## src/rtl/seg7_pkg.sv

```systemverilog
// rtl/seg7_pkg.sv - shared constants and types for the seven-segment display path
//
// Purpose: digit code constants, converter FSM state type and the default
// largest displayable value, shared by the converter and the display driver.
// Ports: none (package).
package seg7_pkg;

  // Digit code: bit 4 selects the dash glyph, bits 3:0 carry a BCD digit.
  localparam logic [4:0] DIG_DASH = 5'h10;
  localparam logic [4:0] DIG_ZERO = 5'h00;

  // Four display digits, so the BCD accumulator is four nibbles wide.
  localparam int BCD_DIGITS = 4;

  // Largest value the four-digit display can show.
  localparam int MAX_VAL_DEF = 9999;

  typedef enum logic [1:0] {
    IDLE  = 2'd0,
    SHIFT = 2'd1,
    DONE  = 2'd2
  } state_t;

endpackage

```

## src/rtl/bcd_add3.sv

```systemverilog
// rtl/bcd_add3.sv - double-dabble nibble correction (+3 when nibble >= 5)
//
// Purpose: conditional add-3 applied to one BCD nibble before each shift so
// that the following doubling carries correctly into the next decimal digit.
// Ports:
//   nib_i  in  4 : BCD nibble before correction
//   nib_o  out 4 : nib_i + 3 if nib_i >= 5, otherwise nib_i
module bcd_add3 (
  input  logic [3:0] nib_i,
  output logic [3:0] nib_o
);

  // Valid BCD inputs are 0..9, so the sum never exceeds 12 and fits 4 bits.
  assign nib_o = (nib_i >= 4'd5) ? (nib_i + 4'd3) : nib_i;

endmodule

```

## src/rtl/hex2dec_seq.sv

```systemverilog
// rtl/hex2dec_seq.sv - sequential binary-to-BCD converter for the 4-digit display
//
// Purpose: accepts an unsigned WIDTH-bit count over a valid/ready handshake,
// converts it with WIDTH cycles of shift-and-add-3, then updates all four
// digit codes at once. Values above MAX_VAL display as four dashes.
// Ports:
//   clk       in  1     : clock, rising edge
//   rst_n     in  1     : synchronous active-low reset
//   in_valid  in  1     : in_value is presented for conversion
//   in_value  in  WIDTH : unsigned binary value
//   in_ready  out 1     : converter idle and able to accept a value
//   digit0..3 out 5     : digit codes ones..thousands (bit 4 dash, 3:0 BCD)
//   done      out 1     : one-cycle pulse, digits were just updated
//   ovf       out 1     : displayed value is an overflow
module hex2dec_seq
  import seg7_pkg::*;
#(
  parameter int WIDTH   = 14,
  parameter int MAX_VAL = MAX_VAL_DEF
) (
  input  logic             clk,
  input  logic             rst_n,
  input  logic             in_valid,
  input  logic [WIDTH-1:0] in_value,
  output logic             in_ready,
  output logic [4:0]       digit0,
  output logic [4:0]       digit1,
  output logic [4:0]       digit2,
  output logic [4:0]       digit3,
  output logic             done,
  output logic             ovf
);

  localparam int              CW       = (WIDTH > 1) ? $clog2(WIDTH) : 1;
  localparam int              BCD_W    = 4 * BCD_DIGITS;
  localparam logic [CW-1:0]   CNT_LOAD = CW'(WIDTH - 1);

  state_t                         state_q, state_d;
  logic [WIDTH-1:0]               sr_q, sr_d;
  logic [BCD_W-1:0]               bcd_q, bcd_d;
  logic [BCD_W-1:0]               bcd_adj;
  logic [CW-1:0]                  cnt_q, cnt_d;
  logic                           ovf_pend_q, ovf_pend_d;
  logic [BCD_DIGITS-1:0][4:0]     dig_q, dig_d;
  logic                           ovf_q, ovf_d;
  logic                           done_q, done_d;
  logic                           in_over;

  // Per-nibble correction on the pre-shift accumulator.
  for (genvar g = 0; g < BCD_DIGITS; g++) begin : g_add3
    bcd_add3 u_add3 (
      .nib_i (bcd_q[4*g +: 4]),
      .nib_o (bcd_adj[4*g +: 4])
    );
  end

  assign in_over = (32'(in_value) > $unsigned(MAX_VAL));

  always_comb begin
    state_d    = state_q;
    sr_d       = sr_q;
    bcd_d      = bcd_q;
    cnt_d      = cnt_q;
    ovf_pend_d = ovf_pend_q;
    dig_d      = dig_q;
    ovf_d      = ovf_q;
    done_d     = 1'b0;

    case (state_q)
      IDLE: begin
        if (in_valid) begin
          sr_d       = in_value;
          bcd_d      = '0;
          cnt_d      = CNT_LOAD;
          ovf_pend_d = in_over;
          state_d    = SHIFT;
        end
      end

      SHIFT: begin
        // Corrected BCD and the remaining binary bits shift as one register;
        // the binary MSB enters the ones nibble. Thousands carry-out is lost,
        // which only happens for overflow values that display dashes anyway.
        {bcd_d, sr_d} = {bcd_adj, sr_q} << 1;
        if (cnt_q == '0) begin
          state_d = DONE;
        end else begin
          cnt_d = cnt_q - CW'(1);
        end
      end

      DONE: begin
        for (int i = 0; i < BCD_DIGITS; i++) begin
          dig_d[i] = ovf_pend_q ? DIG_DASH : {1'b0, bcd_q[4*i +: 4]};
        end
        ovf_d   = ovf_pend_q;
        done_d  = 1'b1;
        state_d = IDLE;
      end

      default: begin
        state_d = IDLE;
      end
    endcase
  end

  always_ff @(posedge clk) begin
    if (!rst_n) begin
      state_q    <= IDLE;
      sr_q       <= '0;
      bcd_q      <= '0;
      cnt_q      <= '0;
      ovf_pend_q <= 1'b0;
      dig_q      <= {BCD_DIGITS{DIG_ZERO}};
      ovf_q      <= 1'b0;
      done_q     <= 1'b0;
    end else begin
      state_q    <= state_d;
      sr_q       <= sr_d;
      bcd_q      <= bcd_d;
      cnt_q      <= cnt_d;
      ovf_pend_q <= ovf_pend_d;
      dig_q      <= dig_d;
      ovf_q      <= ovf_d;
      done_q     <= done_d;
    end
  end

  assign in_ready = (state_q == IDLE);
  assign digit0   = dig_q[0];
  assign digit1   = dig_q[1];
  assign digit2   = dig_q[2];
  assign digit3   = dig_q[3];
  assign done     = done_q;
  assign ovf      = ovf_q;

endmodule

```

## config.mk

```make
export PLATFORM = sky130hd
export DESIGN_NAME = hex2dec_seq
export DESIGN_NICKNAME = d
export VERILOG_FILES = /design/src/rtl/seg7_pkg.sv /design/src/rtl/bcd_add3.sv /design/src/rtl/hex2dec_seq.sv
export SDC_FILE = /design/constraint.sdc
export NUM_CORES = 1
export LEC_CHECK = 0
export BUFFER_PORTS_ARGS = -buffer_cell sky130_fd_sc_hd__buf_2
export CAP_MARGIN = 10
export CELL_PAD_IN_SITES_DETAIL_PLACEMENT = 0
export CELL_PAD_IN_SITES_GLOBAL_PLACEMENT = 1
export CORE_MARGIN = 8
export CORE_UTILIZATION = 35
export CTS_CLUSTER_DIAMETER = 100
export DETAILED_ROUTE_END_ITERATION = 7
export PLACE_DENSITY = 0.74
export SETUP_SLACK_MARGIN = 0.1
export SLEW_MARGIN = 20
export SYNTH_ARGS = -nofsm -noshare
export SYNTH_HDL_FRONTEND = slang
export SYNTH_SLANG_ARGS = --single-unit
```

## constraint.sdc

```tcl
create_clock -name clk -period 1.3 [get_ports clk]
set_input_delay 0.26 -clock clk [delete_from_list [all_inputs] [get_ports clk]]
set_output_delay 0.26 -clock clk [all_outputs]
set_load 0.1 [all_outputs]
```

==> After elaboration in Yosys (flattened, before gate mapping) <==
Index checks and enable logic that the tools add are counted.
{ "totals": {"wordCells": 52, "output_inout_bits": 23, "ff_bits": 59} }
{ "op_classes": {"n_addsub": 5, "n_mux": 19, "magnitude_cmp": 5, "n_reduce_logical": 7, "n_eq_ne": 5} }
{ "op_table": {"columns": ["op", "count"], "rows": [
  ["one-hot mux 16 bit (2 select lines)", 1],
  ["one-hot mux 14 bit (2 select lines)", 1],
  ["2-to-1 mux 4 bit", 5],
  ["2-to-1 mux 5 bit", 4],
  ["greater-or-equal comparator 4 x 3 -> 1 bit (second input constant)", 4],
  ["2-to-1 mux 16 bit", 1],
  ["> comparator 14 bit (second input constant)", 1],
  ["2-to-1 mux 14 bit", 1],
  ["adder 4 x 2 -> 4 bit (second input constant)", 3],
  ["one-hot mux 4 bit (2 select lines)", 1],
  ["!= test 2 bit (second input constant)", 3],
  ["AND reduction 2 bit", 3],
  ["zero test 4 bit", 1],
  ["2-to-1 mux 2 bit", 2],
  ["one-hot mux 2 bit (2 select lines)", 1],
  ["subtractor 4 x 1 -> 4 bit (second input constant)", 1],
  ["adder 3 x 2 -> 3 bit (second input constant)", 1],
  ["2-to-1 mux 3 bit", 1],
  ["AND reduction 3 bit", 1],
  ["== test 2 x 1 -> 1 bit (second input constant)", 1],
  ["== test 2 bit (second input constant)", 1],
  ["zero test 2 bit", 1],
  ["nonzero test 2 bit", 1],
  ["2-to-1 mux 1 bit", 1]
]} }

==> Logic depth before layout (Yosys ltp) <==
{ "logic_depth": {"word_depth": 3, "depth_mapped": 6} }

==> By module <==
Synthesis repeated with hierarchy kept, for this count alone.
{ "unflattened": {"cells_unflattened": 285, "hier_area_um2": 2529.9} }
{ "modules_own_cells": {"columns": ["module", "area_each_um2", "n_inst", "cells_each", "seq_area_each_um2"], "rows": [
  ["hex2dec_seq", 2124.5, 1, 221, 1101.1],
  ["bcd_add3", 101.3, 4, 16, 0.0]
]} }

==> Worst setup path before layout <==
Ideal clock, no wire load.
{ "synth_path": {"path_type": "reg-to-reg", "from": "register state_q[0]", "to": "register cnt_q[0]", "setup_slack_ns": -0.993, "path_stages_with_launch": 5, "setup_ns": 0.086, "t_arrival_ns": 2.208, "required_time_ns": 1.214, "path_buffers": 0, "cell_sequence": "dfxtp_1 > nor2_1 > and2_1 > nor3_1 > a211oi_1"} }
{ "synth_between": {"elab_chain_len": 3, "word_cells_on_any_way": 7, "classes_between": "eq/ne (3); mux (1); reduce/logical (3)"} }
{ "synth_lines": {"columns": ["item", "line", "text"], "rows": [
  ["from (decl)", "hex2dec_seq.sv:38", "state_t state_q, state_d;"],
  ["from (signal assigned)", "hex2dec_seq.sv:118", "state_q <= state_d;"],
  ["zero test 2 bit (*)", null, null],
  ["via in_ready", "hex2dec_seq.sv:25", "output logic in_ready,"],
  ["!= test 2 bit (no source line) or nonzero test 2 bit (tied branches)", null, null],
  ["AND reduction 3 bit (no source line)", null, null],
  ["to (signal assigned)", "hex2dec_seq.sv:121", "cnt_q <= cnt_d;"],
  ["to (decl)", "hex2dec_seq.sv:42", "logic [CW-1:0] cnt_q, cnt_d;"]
]} }
Mark *: on every way through the listed nets, which the timed path passes. The rest lies on a longest branch.
A chain may end at the register's enable or synchronous reset.

==> Worst setup path after layout <==
{ "layout_path": {"from": "register state_q[0]", "to": "output port in_ready"} }
{ "layout_between": {"elab_chain_len": 1} }
{ "layout_lines": {"columns": ["item", "line", "text"], "rows": [
  ["zero test 2 bit", "hex2dec_seq.sv:129", "assign in_ready = (state_q == IDLE);"],
  ["to (decl)", "hex2dec_seq.sv:25", null]
]} }
Every way passes these cells.

==> reports/results.txt <==
run status: finished with violations
violations in the final reports: setup timing
critical-path cell with the highest stage delay: sky130_fd_sc_hd__dfxtp_4
Synth area leader: sky130_fd_sc_hd__dfxtp_1
register bit total from synthesis: 55
area growth from synthesis to final layout: 57.0%
Worst Hold Endpoint: sr_q[0]
power share of the clock group: 27.7%
number of buffer and inverter stages on the critical path: 2
share of the synthesized area in the top cell type: 44.7%
vias in the first global route: 2302
gp weighted congestion: 0.750
CTS sink count: 55
Setup WS post-layout: -0.103 ns
switching portion of total power: 29.7%
pin count of the biggest net entering global routing: 43
pre-CTS setup slack: -0.151 ns
critical path cell sequence: buf_6, nor2_4, buf_12
first-pass GRT wire length: 10800 µm
FF-to-FF path depth: 4
clock tree from TritonCTS: built
distinct cell type count of the synthesized netlist: 32
number of failing hold endpoints at the final stage: 0
CP Max Fanout: 5
GRT Resource Usage Total: 13.3%
total number of vias: 2280
area of the die: 0.00998 mm²
power density over cell area: 905 mW/mm²
max capacitance violation total: 0
Fin Hold WS: 0.176 ns
Placeable Area: 0.00679 mm²
detailed-route vias per instance: 5.02
IR Drop Worst-Case VDD: 0.000508 V
f_max: 713 MHz
fin crit period: 1.40 ns
sequential share of power: 52.2%
internal power of the cells: 2.46 mW
transition time at the pin with the least slew margin: 0.458 ns
height of the die: 99.9 µm
number of warnings reported in the yosys synthesis log: 0
top area cells in the synthesized netlist: sky130_fd_sc_hd__dfxtp_1 45%, sky130_fd_sc_hd__nand2_1 8.7%, sky130_fd_sc_hd__a21oi_1 5.1%, sky130_fd_sc_hd__ha_1 4.6%, sky130_fd_sc_hd__a311oi_1 4.3%
synthesized netlist cell count: 297
worst flop-to-flop path startpoint: state_q[1]
proportion of synthesized chip area in sequential cells: 44.7%
Residual DRC: 0
leakage power figure: 1.42 nW
net count after synthesis: 323
iteration count of the initial detailed-routing pass: 4
crit-path max cell delay: 0.39 ns
beginning of the critical path: state_q[0]
ratio of cells with drive above 1 in the final layout: 48.6%
floorplan row count: 30
detailed router's first-iteration violation count: 68
Max Buffers Root-to-Sink: 2
HPWL Detailed: 4330 µm
die extent in x: 99.9 µm
data arrival time of the worst path: 1.14 ns
final global-route overflow total: 0
origin of the worst min-delay path: in_value[0]
initial antenna violation count: 0
kind of end point of the critical path: output pin
Rel. slew slack: 69.5%
final worst-path cycle share: 108%
CTS Buf Count: 5
cell area after synthesis: 0.00246 mm²
count of pins on the block boundary: 40
startpoint kind of the worst setup timing path: register
CTS hold repair buffers: 0
residual antenna-violating net count after detailed routing: 0
insertion delay to the later sink of the worst-skew pair: 0.31 ns
# nets final: 383
initial standard-cell utilization of the core: 36.2%
syn avg cell area: 8.29 µm²
unrepaired setup endpoints after global routing: true
path type of the worst setup path: register to output pin
register clock-pin slew on the reported worst setup and hold paths: 0.10 ns
proportion of power drawn by combinational gates: 20.0%
Switching Power: 1.04 mW
worst path required time: 1.04 ns
Root Driver: sky130_fd_sc_hd__clkbuf_8
worst setup slack for register-to-register paths: -0.10 ns
post-detailed-routing wire length: 6420 µm
worst reg2reg endpoint: cnt_q[3]
Largest delay share family, worst path: flip-flops
total count of max-transition violations in the final report: 0
final setup vio count: 11
diode count: 0
worst min-delay path category: input pin to register
# port buffers: 39
CTS H-tree depth: 2
Avg WL per Cell: 14.1 µm
hold depth: 3
final setup skew: 0.00364 ns
==> flip-flops by register name, summed over array words and instances (netlist names) <==
register,count
bcd_q,16
cnt_q,4
digit0,5
digit1,4
digit2,4
digit3,4
done,1
ovf_pend_q,1
sr_q,14
state_q,2
==> cell usage after synthesis <==
master,number
sky130_fd_sc_hd__a211oi_1,1
sky130_fd_sc_hd__a21oi_1,25
sky130_fd_sc_hd__a22oi_1,1
sky130_fd_sc_hd__a311oi_1,12
sky130_fd_sc_hd__a31oi_1,2
sky130_fd_sc_hd__a32oi_1,4
sky130_fd_sc_hd__and2_1,1
sky130_fd_sc_hd__buf_2,7
sky130_fd_sc_hd__buf_4,4
sky130_fd_sc_hd__clkbuf_1,11
sky130_fd_sc_hd__clkinv_1,1
sky130_fd_sc_hd__dfxtp_1,55
sky130_fd_sc_hd__ha_1,9
sky130_fd_sc_hd__inv_1,11
sky130_fd_sc_hd__mux2_2,5
sky130_fd_sc_hd__nand2_1,57
sky130_fd_sc_hd__nand2b_1,6
sky130_fd_sc_hd__nand3_1,5
sky130_fd_sc_hd__nand3b_1,8
sky130_fd_sc_hd__nand4b_1,1
sky130_fd_sc_hd__nor2_1,25
sky130_fd_sc_hd__nor2b_1,3
sky130_fd_sc_hd__nor3_1,2
sky130_fd_sc_hd__nor4_1,2
sky130_fd_sc_hd__o21ai_0,13
sky130_fd_sc_hd__o21ba_2,1
sky130_fd_sc_hd__o31ai_1,7
sky130_fd_sc_hd__or3_1,9
sky130_fd_sc_hd__or3b_2,1
sky130_fd_sc_hd__or4_1,1
sky130_fd_sc_hd__xnor2_1,4
sky130_fd_sc_hd__xor2_1,3
==> area by class of cell <==
| class | count | area, µm² |
|---|---|---|
| fillers | 589 | 2930 |
| multi-input cells | 208 | 1580 |
| flip-flops and latches | 55 | 1140 |
| repair buffers | 75 | 878 |
| well taps | 96 | 120 |
| clock buffers | 5 | 68.8 |
| inverters | 12 | 55.1 |
| clock inverters | 3 | 18.8 |
==> cell usage in the layout (no fill, tap or decap), types with 2 or more instances in the layout <==
cell type / Yosys / final
sky130_fd_sc_hd__a21oi_1: 25 / 20
sky130_fd_sc_hd__a21oi_4: 0 / 5
sky130_fd_sc_hd__a311oi_1: 12 / 12
sky130_fd_sc_hd__a31oi_1: 2 / 2
sky130_fd_sc_hd__a32oi_1: 4 / 4
sky130_fd_sc_hd__buf_12: 0 / 25
sky130_fd_sc_hd__buf_2: 7 / 17
sky130_fd_sc_hd__buf_4: 4 / 22
sky130_fd_sc_hd__buf_6: 0 / 10
sky130_fd_sc_hd__clkbuf_8: 0 / 5
sky130_fd_sc_hd__dfxtp_1: 55 / 31
sky130_fd_sc_hd__dfxtp_2: 0 / 20
sky130_fd_sc_hd__dfxtp_4: 0 / 4
sky130_fd_sc_hd__ha_4: 0 / 9
sky130_fd_sc_hd__inv_1: 11 / 3
sky130_fd_sc_hd__inv_2: 0 / 4
sky130_fd_sc_hd__inv_4: 0 / 5
sky130_fd_sc_hd__mux2_4: 0 / 5
sky130_fd_sc_hd__nand2_1: 57 / 45
sky130_fd_sc_hd__nand2_2: 0 / 12
sky130_fd_sc_hd__nand2b_4: 0 / 6
sky130_fd_sc_hd__nand3_1: 5 / 2
sky130_fd_sc_hd__nand3_2: 0 / 3
sky130_fd_sc_hd__nand3b_1: 8 / 8
sky130_fd_sc_hd__nor2_1: 25 / 22
sky130_fd_sc_hd__nor2_2: 0 / 2
sky130_fd_sc_hd__nor2b_4: 0 / 2
sky130_fd_sc_hd__nor3_1: 2 / 2
sky130_fd_sc_hd__o21ai_0: 13 / 4
sky130_fd_sc_hd__o21ai_1: 0 / 6
sky130_fd_sc_hd__o21ai_2: 0 / 3
sky130_fd_sc_hd__o31ai_1: 7 / 2
sky130_fd_sc_hd__o31ai_2: 0 / 5
sky130_fd_sc_hd__or3_1: 9 / 9
sky130_fd_sc_hd__xnor2_1: 4 / 3
sky130_fd_sc_hd__xor2_1: 3 / 3
==> routing by layer <==
layer,up-vias,GRT usage [%],wire (µm)
li1,1142,-,-
met2,37,23.5,3190
met5,-,0,0
met4,0,5.59,113
met1,1093,15.0,2850
met3,8,2.84,263
==> tightest hold or removal path: cells and delay by family <==
family	cells	cell delay [ns]
and+or+nand+nor	1	0.07
buffers and inverters	1	0.08
AOI/OAI and AO/OA	1	0.05
==> worst max-delay path by stage <==
stage / to / slack, ns / cells past startpoint
4_1_cts: cnt_q[3] / -0.13 / 4
3_3_place_gp: cnt_q[1] / -0.11 / 5
6_report: in_ready / -0.10 / 3
2_1_floorplan: cnt_q[0] / -0.1 / 4
5_1_grt: cnt_q[3] / -0.18 / 4
3_5_place_dp: cnt_q[3] / -0.15 / 4
==> through the flow <==
step / setup TNS [ns] / std cells / power, mW / utilization, % / area, µm²
detailed placement: -2.36 / 439 / 2.39 / 51.0 / 3460
finish: -0.471 / 454 / 3.50 / 56.9 / 3860
global placement: -1.50 / 439 / 2.37 / 51.0 / 3460
global route: -1.93 / 454 / 3.66 / 56.9 / 3860
CTS: -0.520 / 452 / 3.47 / 55.1 / 3740
floorplan: -0.370 / 297 / 2.19 / - / 2700
==> cells by family (layout without fill, tap and decap cells) <==
kind of cell / count (synthesis) / after routing / synth area share [%]
and+or+nand+nor: 121 / 121 / 22.7
xor gates and xnor gates: 7 / 7 / 2.49
AOI/OAI and AO/OA: 66 / 66 / 17.1
DFF: 55 / 55 / 44.7
adders and majority gates: 9 / 9 / 4.57
buffers and inverters: 34 / 95 / 6.15
muxes: 5 / 5 / 2.29
==> power by group through the flow <==
stage               sequential, mW  clock (mW)  combinational [mW]
floorplan                     1.85           0               0.347
global placement              1.85           0               0.522
detailed placement            1.85           0               0.531
CTS                           1.82       0.999               0.651
global route                  1.84        1.06               0.755
finish                        1.83       0.970               0.700
==> timing repair <==
action / in CTS / in global routing
resized for setup: 50 / 29
endpoints found under the hold margin: 0 / 0
endpoints found under the setup margin: 50 / 60
pin swaps: 21 / 15
gates cloned: 1 / 1
buffers inserted: 4 / 1
No activity file was read; power rests on OpenSTA's default activity.
